**src/rtl/median_rank_n_if.sv**
```systemverilog
// Sample stream interface for median_rank_n: sample strobe in, rank result out.
interface median_rank_n_if #(
  parameter int unsigned WIDTH = 8,
  parameter int unsigned N     = 9,
  parameter int unsigned SELW  = $clog2(N)
);
  logic [WIDTH-1:0] DI;
  logic             DSI;
  logic [SELW-1:0]  SEL;
  logic [WIDTH-1:0] DO;
  logic             DSO;
  logic             BUSY;

  // Producer side: drives samples and rank select, observes results
  modport master (output DI, DSI, SEL, input DO, DSO, BUSY);
  // Filter side: consumes samples, produces the selected-rank result
  modport slave  (input DI, DSI, SEL, output DO, DSO, BUSY);
endinterface

```
**src/rtl/median_rank_n.sv**
```systemverilog
// Streaming rank-order filter over windows of N samples.
// Samples are kept in an ascending register array, inserted one per cycle.
// Define MEDIAN_RANK_N_SIGNED_EN for two's-complement sample ordering.
module median_rank_n #(
  parameter int unsigned WIDTH = 8,
  parameter int unsigned N     = 9,
  parameter int unsigned SELW  = $clog2(N)
) (
  input logic            CLK,
  input logic            nRST,
  median_rank_n_if.slave bus
);

  localparam int unsigned     CW   = $clog2(N);
  localparam logic [CW-1:0]   LAST = CW'(N - 1);
  localparam logic [SELW-1:0] RMAX = SELW'(N - 1);

  typedef enum logic {IDLE, FILL} state_t;

  state_t           r_state;
  state_t           w_nxt_state;
  logic [CW-1:0]    r_cnt;
  logic [CW-1:0]    w_nxt_cnt;
  logic [SELW-1:0]  r_rank;
  logic [SELW-1:0]  w_nxt_rank;
  logic             w_done;
  logic [N-1:0]     r_val;
  logic [WIDTH-1:0] r_dat [N];
  logic [WIDTH-1:0] r_do;
  logic             r_dso;

  logic [N-1:0]     w_v;
  logic [N-1:0]     w_gt;
  logic [N-1:0]     w_ins_val;
  logic [WIDTH-1:0] w_ins_dat [N];

  // Ordering used for insertion; strict so equal samples land after existing ones
  function automatic logic f_gt(input logic [WIDTH-1:0] a, input logic [WIDTH-1:0] b);
`ifdef MEDIAN_RANK_N_SIGNED_EN
    return $signed(a) > $signed(b);
`else
    return a > b;
`endif
  endfunction

  // Parallel compare and shift-up: array contents after inserting DI
  always_comb begin
    w_v = (r_cnt == '0) ? '0 : r_val;
    for (int i = 0; i < N; i++) begin
      w_gt[i] = w_v[i] & f_gt(r_dat[i], bus.DI);
    end
    w_ins_val[0] = 1'b1;
    w_ins_dat[0] = (w_gt[0] || !w_v[0]) ? bus.DI : r_dat[0];
    for (int i = 1; i < N; i++) begin
      w_ins_val[i] = w_v[i] | w_v[i-1];
      if (w_gt[i-1]) begin
        w_ins_dat[i] = r_dat[i-1];
      end else if (w_v[i-1] && (w_gt[i] || !w_v[i])) begin
        w_ins_dat[i] = bus.DI;
      end else begin
        w_ins_dat[i] = r_dat[i];
      end
    end
  end

  // Window sequencing: count, rank capture at window start, completion detect
  always_comb begin
    w_nxt_state = r_state;
    w_nxt_cnt   = r_cnt;
    w_nxt_rank  = r_rank;
    w_done      = 1'b0;
    if (bus.DSI) begin
      if (r_cnt == LAST) begin
        w_nxt_cnt = '0;
        w_done    = 1'b1;
      end else begin
        w_nxt_cnt = r_cnt + CW'(1);
      end
      case (r_state)
        IDLE: begin
          w_nxt_state = FILL;
          w_nxt_rank  = (bus.SEL > RMAX) ? RMAX : bus.SEL;
        end
        FILL: begin
          if (r_cnt == LAST) w_nxt_state = IDLE;
        end
        default: w_nxt_state = IDLE;
      endcase
    end
  end

  // Control registers and registered result
  always_ff @(posedge CLK or negedge nRST) begin
    if (!nRST) begin
      r_state <= IDLE;
      r_cnt   <= '0;
      r_rank  <= '0;
      r_val   <= '0;
      r_do    <= '0;
      r_dso   <= 1'b0;
    end else begin
      r_state <= w_nxt_state;
      r_cnt   <= w_nxt_cnt;
      r_rank  <= w_nxt_rank;
      r_dso   <= w_done;
      if (bus.DSI) r_val <= w_done ? '0 : w_ins_val;
      if (w_done) r_do <= w_ins_dat[r_rank];
    end
  end

  // Sample storage; contents are qualified by r_val so no reset is needed
  always_ff @(posedge CLK) begin
    if (bus.DSI) r_dat <= w_ins_dat;
  end

  assign bus.DO   = r_do;
  assign bus.DSO  = r_dso;
  assign bus.BUSY = (r_state == FILL);

endmodule

```
**src/flat_wrapper.sv**
```systemverilog
// flat-port wrapper written by rule: the top's interface ports become plain ports
module median_rank_n_flat 
#(
  parameter int unsigned WIDTH = 8,
  parameter int unsigned N     = 9,
  parameter int unsigned SELW  = $clog2(N)
)
  (CLK, nRST, bus_DI, bus_DSI, bus_SEL, bus_DO, bus_DSO, bus_BUSY);
  median_rank_n_if #(.WIDTH(WIDTH), .N(N), .SELW(SELW)) bus_i ();
  input logic CLK;
  input logic nRST;
  input wire logic [$bits(bus_i.DI)-1:0] bus_DI;
  input wire logic [$bits(bus_i.DSI)-1:0] bus_DSI;
  input wire logic [$bits(bus_i.SEL)-1:0] bus_SEL;
  output wire logic [$bits(bus_i.DO)-1:0] bus_DO;
  output wire logic [$bits(bus_i.DSO)-1:0] bus_DSO;
  output wire logic [$bits(bus_i.BUSY)-1:0] bus_BUSY;
  assign bus_i.DI = bus_DI;
  assign bus_i.DSI = bus_DSI;
  assign bus_i.SEL = bus_SEL;
  assign bus_DO = bus_i.DO;
  assign bus_DSO = bus_i.DSO;
  assign bus_BUSY = bus_i.BUSY;
  median_rank_n #(.WIDTH(WIDTH), .N(N), .SELW(SELW)) u_core (.CLK(CLK), .nRST(nRST), .bus(bus_i));
endmodule
```
**config.mk**
```make
export PLATFORM = sky130hd
export DESIGN_NAME = median_rank_n_flat
export DESIGN_NICKNAME = d
export VERILOG_FILES = /design/src/rtl/median_rank_n_if.sv /design/src/rtl/median_rank_n.sv /design/src/flat_wrapper.sv
export SDC_FILE = /design/constraint.sdc
export NUM_CORES = 1
export LEC_CHECK = 0
export CORE_MARGIN = 10
export CORE_UTILIZATION = 45
export CTS_BUF_LIST = sky130_fd_sc_hd__clkbuf_4 sky130_fd_sc_hd__clkbuf_8
export CTS_CLUSTER_SIZE = 10
export DETAILED_ROUTE_END_ITERATION = 8
export GPL_ROUTABILITY_DRIVEN = 1
export PLACE_DENSITY = 0.71
export SYNTH_ARGS = -nofsm -noshare
export SYNTH_HDL_FRONTEND = slang
export SYNTH_SLANG_ARGS = --single-unit
```
**constraint.sdc**
```tcl
create_clock -name CLK -period 7.9 [get_ports CLK]
set_clock_uncertainty 0.1 [all_clocks]
set_input_delay 2.37 -clock CLK [delete_from_list [all_inputs] [get_ports CLK]]
set_output_delay 2.37 -clock CLK [all_outputs]
set_load 0.01 [all_outputs]
```
== Word-level counts from Yosys, hierarchy flattened ==
Cells that the tools add are included.
Word-level totals
  bits in registers: 99
  bits of input ports: 15
  output and inout bits: 10
Operators by class
  add/subtract/negate cells: 1
  order comparisons: 11
  equal/unequal tests: 1
  mux-type cells: 28
  bitwise operators: 19
  reduce and logical (&&, ||, !) cells: 28
Operators with widths (number)
  8-bit two-way mux: 19
  8-bit greater-than comparator: 9
  8-bit binary-select mux with 4-bit select: 1
  9-bit two-way mux: 2
  1-bit bitwise AND: 9
  1-bit logical NOT: 9
  1-bit logical OR: 9
  1-bit logical AND: 8
  4-bit two-way mux: 2
  1-bit OR: 8
  5-bit greater-or-equal comparator (second input constant): 1
  4-bit inverter with 5-bit output: 1
  4-bit by 1-bit adder with 4-bit output (second input constant): 1
  4-bit equality test (second input constant): 1
  4-bit greater-than comparator (second input constant): 1
  4-bit logical NOT: 1
  1-bit two-way mux: 3
  1-bit one-hot mux with 2 select lines: 1
  2-bit AND reduction: 1
  1-bit inverter: 1

== Depth between registers and ports, before layout ==
Gate-level depths: netlist of run 1.
  word-level depth: 10
  mapped depth: 14
  gate-level depth less buffers: 11

== Worst setup path before layout of run 1 ==
No wires, ideal clock.
  path type: in2reg
  start point: input bus_DI[1]
  end point: register u_core.r_do[0] (netlist: u_core.bus.DO[0])
  arrival time: 4.871 ns
  required time: 7.673 ns
  path slack: 2.802 ns
  cell stages on the path: 12
  path through: clkbuf_1 > inv_1 > ha_1 > nor2b_1 > o21a_1 > o21a_1 > o21ai_0 > nand2_1 > o211ai_1 > a32oi_1 > nor2_1 > o211ai_2
On the way
  word-level cells in the longest chain between the ends: 9
  elaborated cells between the ends (all ways): 55
  classes of those cells: 9 x order compare; 20 x mux; 9 x bitwise; 17 x reduce/logical
RTL lines
  from (decl): RTL line flat_wrapper.sv:12  | input wire logic [$bits(bus_i.DI)-1:0] bus_DI;
  8-bit greater-than comparator: RTL line median_rank_n.sv:42  | return a > b;
  1-bit bitwise AND: RTL line median_rank_n.sv:50  | w_gt[i] = w_v[i] & f_gt(r_dat[i], bus.DI);
  1-bit logical OR: RTL line median_rank_n.sv:58  | end else if (w_v[i-1] && (w_gt[i] || !w_v[i])) begin
  1-bit logical AND: RTL line median_rank_n.sv:58
  8-bit two-way mux: RTL line median_rank_n.sv:58
  8-bit two-way mux: RTL line median_rank_n.sv:56  | if (w_gt[i-1]) begin
  8-bit binary-select mux with 4-bit select (*): RTL line median_rank_n.sv:107  | if (w_done) r_do <= w_ins_dat[r_rank];
  8-bit two-way mux (not written as such) (*) (2 in a row): RTL line median_rank_n.sv:107
  to (signal assigned): RTL line median_rank_n.sv:107
  to (decl): RTL line median_rank_n.sv:29  | logic [WIDTH-1:0] r_do;
Mark *: on every way between the ends. The rest lies on a longest branch, timed or not. The select of a mux whose other input is x is not followed.
A chain may end at the register's enable or synchronous reset.

==> flow_summary.toml, run 1 <==
[route]
routed_wirelength_um = 23100
drc = 0
drtIter0Drc = 861
first_pass_iters = 5
via_per_inst = 6.37
postRouteAntennaNets = 0
via_count = 6397
wl_per_cell_um = 23.0

[clock_tree]
cts_made_buffers = 9
clockRootBuffer = "clkbuf_8"
path_clk_slew_ns = 0.11
cts_hold_buffers = 0
clockBufferDepth = 2
numClockSinks = 99
clkLatencyLatePin_ns = 0.40
post-cts-setup-buffers = 0
h-tree-depth = 3
cts_tree = "built"
cts_resized = 0

[timing]
period_share_pct = 79.5
slew_headroom_pct = 41.8
tightest_slew_ns = 0.868
slew_viol_final = 0
report.final.setup_viol = 0
fmax_ghz = 0.159
fin_setup_tns_ns = 0
min_period_ns = 6.28
worst_hold_slack_ns = 0.424
rsz0062_at_grt = "false"
final-hold-violation-count = 0

[worst_setup_path]
r2r-start = "u_core.r_cnt[0]"
worst-path-max-fanout = 15
r2r_slack_ns = 4.48
critical_path.max_stage_delay_ns = 0.85
cp-start-kind = "primary input"
r2r_end = "u_core.bus.DO[0]"
path_class = "in -> reg"
path_common_cell = "o21a_1"
crit_arrival_ns = 6.34
cp_slowest_cell = "clkdlybuf4s50_1"
crit_chain = "clkdlybuf4s50_1, inv_1, ha_1, nor2b_1, o21a_1, o21a_1, o21ai_0, nand2_1, nor2_1, mux2_2"
endpoint_kind = "register"
worstPathRequired_ns = 7.97
reg2regPathDepth = 10

[synthesis]
synth_warnings = 0
ys_ff_latch = 99
syn_area_um2 = 7420
ys_seq_area_share_pct = 38.3
synth_top_area_share_pct = 29.1
yosysTopAreaCell = "edfxtp_1"
synth-main-ff-cell = "edfxtp_1"
synth-edff-count = 72
netlist_instances = 774
synthTopCellsByCount = "nor2_1 (123), ha_1 (74), edfxtp_1 (72)"
synth_area_leaders = "edfxtp_1 (29%), ha_1 (12%), dfrtp_1 (9.1%)"
post_synth_num_cell_types = 65
avgSynthCellArea_um2 = 9.58
synth.most_common_cell = "nor2_1"
ys_async_sr_fraction_pct = 27.3
synth_nets = 863

[floorplanning]
die-height_um = 148
die_x_um = 148
die_area_um2 = 22000
ios = 25
num_rows = 46
core_area_um2 = 16000
initial_core_util_pct = 46.4

[finish]
layoutNonFillerInstCount = 1004
syn2layout_area_growth_pct = 9.21
antennaDiodeCount = 0
multi_input_area_um2 = 4290
drive_above_1_share_pct = 11.5
fin_nets = 872
seq_area_um2 = 2840
fillers = 1527

[power_and_ir_drop]
irDropWorstVdd_mv = 0.214
p_total_w = 0.00383
power.density_nw_per_um2 = 473
leakage_nw = 3.13

[place]
io_buffers = 24
dp_cells = 988
place.gp.congestion = 0.994
dp_hpwl_um = 17000

[global_route]
grt_pass1_wl_um = 35900
grt_max_degree = 63
grt.overflow.total = 0
grt_pass1_vias = 6229
grt_use_total_pct = 21.0
antenna_found_initial = 0

[hold_path]
worstHoldPathCells = 2
holdPathEnd = "u_core.bus.BUSY"
hp-class = "reg -> reg"
hold_start = "u_core.bus.BUSY"

[run_status]
status = "finished, final reports clean"

[flow_run]
drv_cap = 0
==> metal layers <==
| layer | GRT usage (%) | up-vias | part of all wire, % |
|---|---|---|---|
| li1 | - | 2970 | - |
| met1 | 27.7 | 3050 | 43 |
| met2 | 32.5 | 321 | 45 |
| met3 | 3.55 | 56 | 7.8 |
| met4 | 10.6 | 0 | 4.2 |
| met5 | 0 | - | 0 |
==> logic make-up after synthesis <==
kind of cell / after synthesis / synth area share [%]
xor+xnor: 1 / 0.118
fa+ha+maj: 74 / 12.5
flops: 99 / 38.3
buf+inv: 70 / 3.91
compound gates: 242 / 22.0
simple gates: 234 / 15.3
mux: 54 / 7.88
==> layout make-up <==
cell class / instances / share of cell area [%]
clock inverters: 7 / 1.58
well taps: 216 / 3.34
multi-input cells: 605 / 53.0
clock buffers: 9 / 1.53
inverters: 31 / 1.44
repair buffers: 37 / 4.14
flip-flops and latches: 99 / 35.0
==> stage by stage <==
stage                     worst slack (ns)  utilization, %  instance area (um^2)
after floorplan                       2.80               -                  7420
after global placement                1.35            49.1                  7850
after detailed placement              1.30            49.1                  7850
after CTS                             1.73            50.6                  8100
after global routing                  1.40            50.6                  8100
final                                 1.62            50.6                  8100
==> cells in the final DEF, fill, tap and decap left out, types with 4 or more instances in the layout <==
| cell | instances |
|---|---|
| dfrtp_1 | 27 |
| o2111ai_1 | 9 |
| a211o_1 | 4 |
| o31ai_1 | 10 |
| a21oi_1 | 61 |
| nor3_2 | 7 |
| nand2_1 | 34 |
| nor2_1 | 123 |
| o22ai_1 | 34 |
| clkdlybuf4s50_1 | 23 |
| inv_1 | 31 |
| a211oi_1 | 4 |
| edfxtp_1 | 72 |
| nand2b_1 | 6 |
| a32oi_1 | 7 |
| a221o_1 | 7 |
| ha_1 | 74 |
| o32ai_1 | 15 |
| nand3_1 | 4 |
| o21ai_0 | 39 |
| o21ai_1 | 7 |
| mux2i_1 | 22 |
| nor2b_1 | 12 |
| or2_2 | 4 |
| clkbuf_8 | 9 |
| a22oi_1 | 6 |
| buf_4 | 14 |
| o211ai_1 | 8 |
| nand4_1 | 19 |
| nand3b_1 | 5 |
| mux2_2 | 31 |
| o21a_1 | 8 |
==> worst max-delay path, delay by kind of cell <==
kind / cells / cell delay, ns
fa+ha+maj: 1 / 0.43
simple gates: 3 / 0.99
mux: 1 / 0.42
compound gates: 3 / 0.76
buf+inv: 2 / 1.35
==> how the worst max path moves through the flow <==
stage | end | cells past startpoint | start
final | u_core.r_dat[64] | 10 | bus_DI[1]
after global routing | u_core.r_dat[64] | 10 | bus_DI[1]
after CTS | u_core.bus.DO[0] | 12 | bus_DI[1]
after detailed placement | u_core.bus.DO[0] | 12 | bus_DI[1]
after global placement | u_core.bus.DO[0] | 12 | bus_DI[1]
after floorplan | u_core.bus.DO[0] | 12 | bus_DI[1]
==> sequential cells by signal (all words and copies together) (netlist names) <==
register / count
u_core.bus.BUSY: 1
u_core.bus.DO: 8
u_core.bus.DSO: 1
u_core.r_cnt: 4
u_core.r_dat: 72
u_core.r_rank: 4
u_core.r_val: 9
==> report_power, final <==
group / switching, W / internal [W] / total (W)
clock network: 0.000201 / 0.000216 / 0.000417
logic: 0.00126 / 0.000868 / 0.00212
registers: 0.000335 / 0.000955 / 0.00129
(Power assumes the default switching activity.)
==> run 2, diff against run 1 <==
clock period = 6.4 ns   (was 7.9 ns; I/O delays follow)
==> flow_summary.toml, run 2 (synthesized netlist as in run 1, its figures left out) <==
[run_status]
status = "finished, final reports clean"

[worst_setup_path]
crit_arrival_ns = 5.49
cp-start-kind = "primary input"
path_class = "in -> reg"
worstPathRequired_ns = 6.62
r2r-start = "u_core.r_cnt[0]"
endpoint_kind = "register"
worst-path-max-fanout = 11
startpoint = "bus_DI[5]"

[clock_tree]
post-cts-setup-buffers = 0
cts_hold_buffers = 0
h-tree-depth = 3
cts_made_buffers = 9
path_clk_slew_ns = 0.10
clockBufferDepth = 2
numClockSinks = 99
cts_resized = 0
cts_tree = "built"
clockRootBuffer = "clkbuf_8"
clkLatencyLatePin_ns = 0.40

[timing]
final-hold-violation-count = 0
layout_setup_ws_ns = 1.13
tightest_slew_ns = 0.828
fmax_ghz = 0.190
report.final.setup_viol = 0
worst_hold_slack_ns = 0.430
slew_viol_final = 0
slew_headroom_pct = 44.8
rsz0062_at_grt = "false"
period_share_pct = 82.3
min_period_ns = 5.27
fin_setup_tns_ns = 0

[flow_run]
drv_cap = 0

[finish]
multi_input_area_um2 = 4290
syn2layout_area_growth_pct = 9.23
seq_area_um2 = 2840
finish.utilization_pct = 50.6
drive_above_1_share_pct = 12.0
final_common_cell = "nor2_1"
design_area_um2 = 8100
layout_common_cells = "nor2_1 (123), ha_1 (74), edfxtp_1 (72), a21oi_1 (61), o21ai_0 (39)"
antennaDiodeCount = 0
fin_nets = 876
regMostFlops = "u_core.r_dat"
largest_register_ffs = 72
fillers = 1531

[floorplanning]
initial_core_util_pct = 46.4
die_x_um = 148
ios = 25
core_area_um2 = 16000
die-height_um = 148
die_area_um2 = 22000
num_rows = 46

[route]
drc = 0
routed_wirelength_um = 22600
wl_per_cell_um = 22.4
postRouteAntennaNets = 0
first_pass_iters = 6
drtIter0Drc = 701
via_count = 6449
via_per_inst = 6.40

[global_route]
grt_max_degree = 52
grt_pass1_vias = 6217
grt_pass1_wl_um = 35700
grt_use_total_pct = 20.6
antenna_found_initial = 0
grt.overflow.total = 0

[hold_path]
hold_start = "u_core.bus.BUSY"
hp-class = "reg -> reg"

[power_and_ir_drop]
power.density_nw_per_um2 = 580
leakage_nw = 3.14
irDropWorstVdd_mv = 0.288

[place]
place_area_um2 = 7880
dp_hpwl_um = 16600
dp_worst_setup_slack_ns = 0.792
place.gp.congestion = 1.03
io_buffers = 24
run 2: cell count changes in the layout (fill, tap and decap cells not counted):
cell	before	now
bufinv_16	3	2
clkbuf_4	0	2
inv_8	1	0
inv_6	3	2
buf_4	14	18
inv_4	0	1
run 2: metal layers:
metal	share of wire, %	vias up	global-route usage (%)
li1	-	2983	-
met2	45	335	32.4
met4	5.3	0	11.0
met5	0	-	0
met1	42	3047	26.4
met3	7.6	84	3.79
run 2: final cells by class:
class | count | area share [%]
Inverter | 31 | 1.44
Clock inverter | 5 | 1.03
Clock buffer | 11 | 1.71
Sequential cell | 99 | 35.0
Multi-Input combinational cell | 605 | 52.9
Timing Repair Buffer | 41 | 4.51
Tap cell | 216 | 3.34
run 2: worst max-delay path, cell delays in order:
cell	delay, ns
clkdlybuf4s50_1	0.45
buf_4	0.21
inv_1	0.29
ha_1	0.40
a211oi_1	0.22
o21bai_1	0.16
o31ai_4	0.54
mux2i_1	0.22
a221o_1	0.43
nor3_2	0.20
o2111ai_1	0.24
o211ai_2	0.21
run 2: final timing paths:
check,endpoint,slack (ns),cells past startpoint
hold / removal,u_core.bus.BUSY,0.43,2
max in group asynchronous,u_core.r_val[2],4.15,2
min in group asynchronous,u_core.bus.DO[3],1.79,2
hold reg to reg,u_core.bus.BUSY,0.43,2
setup / recovery,u_core.bus.DO[0],1.13,12
setup reg to reg,u_core.bus.DO[0],2.97,10
run 2: report_power, final:
part           internal (W)  switching (W)
logic               0.00108        0.00155
registers           0.00118       0.000416
clock network      0.000232       0.000241
total               0.00249        0.00221
run 2: stage by stage:
stage	std cells	power, W
after floorplan	774	0.00339
after global placement	992	0.00409
after detailed placement	992	0.00415
after CTS	1008	0.00462
after global routing	1008	0.00505
final	1008	0.00470
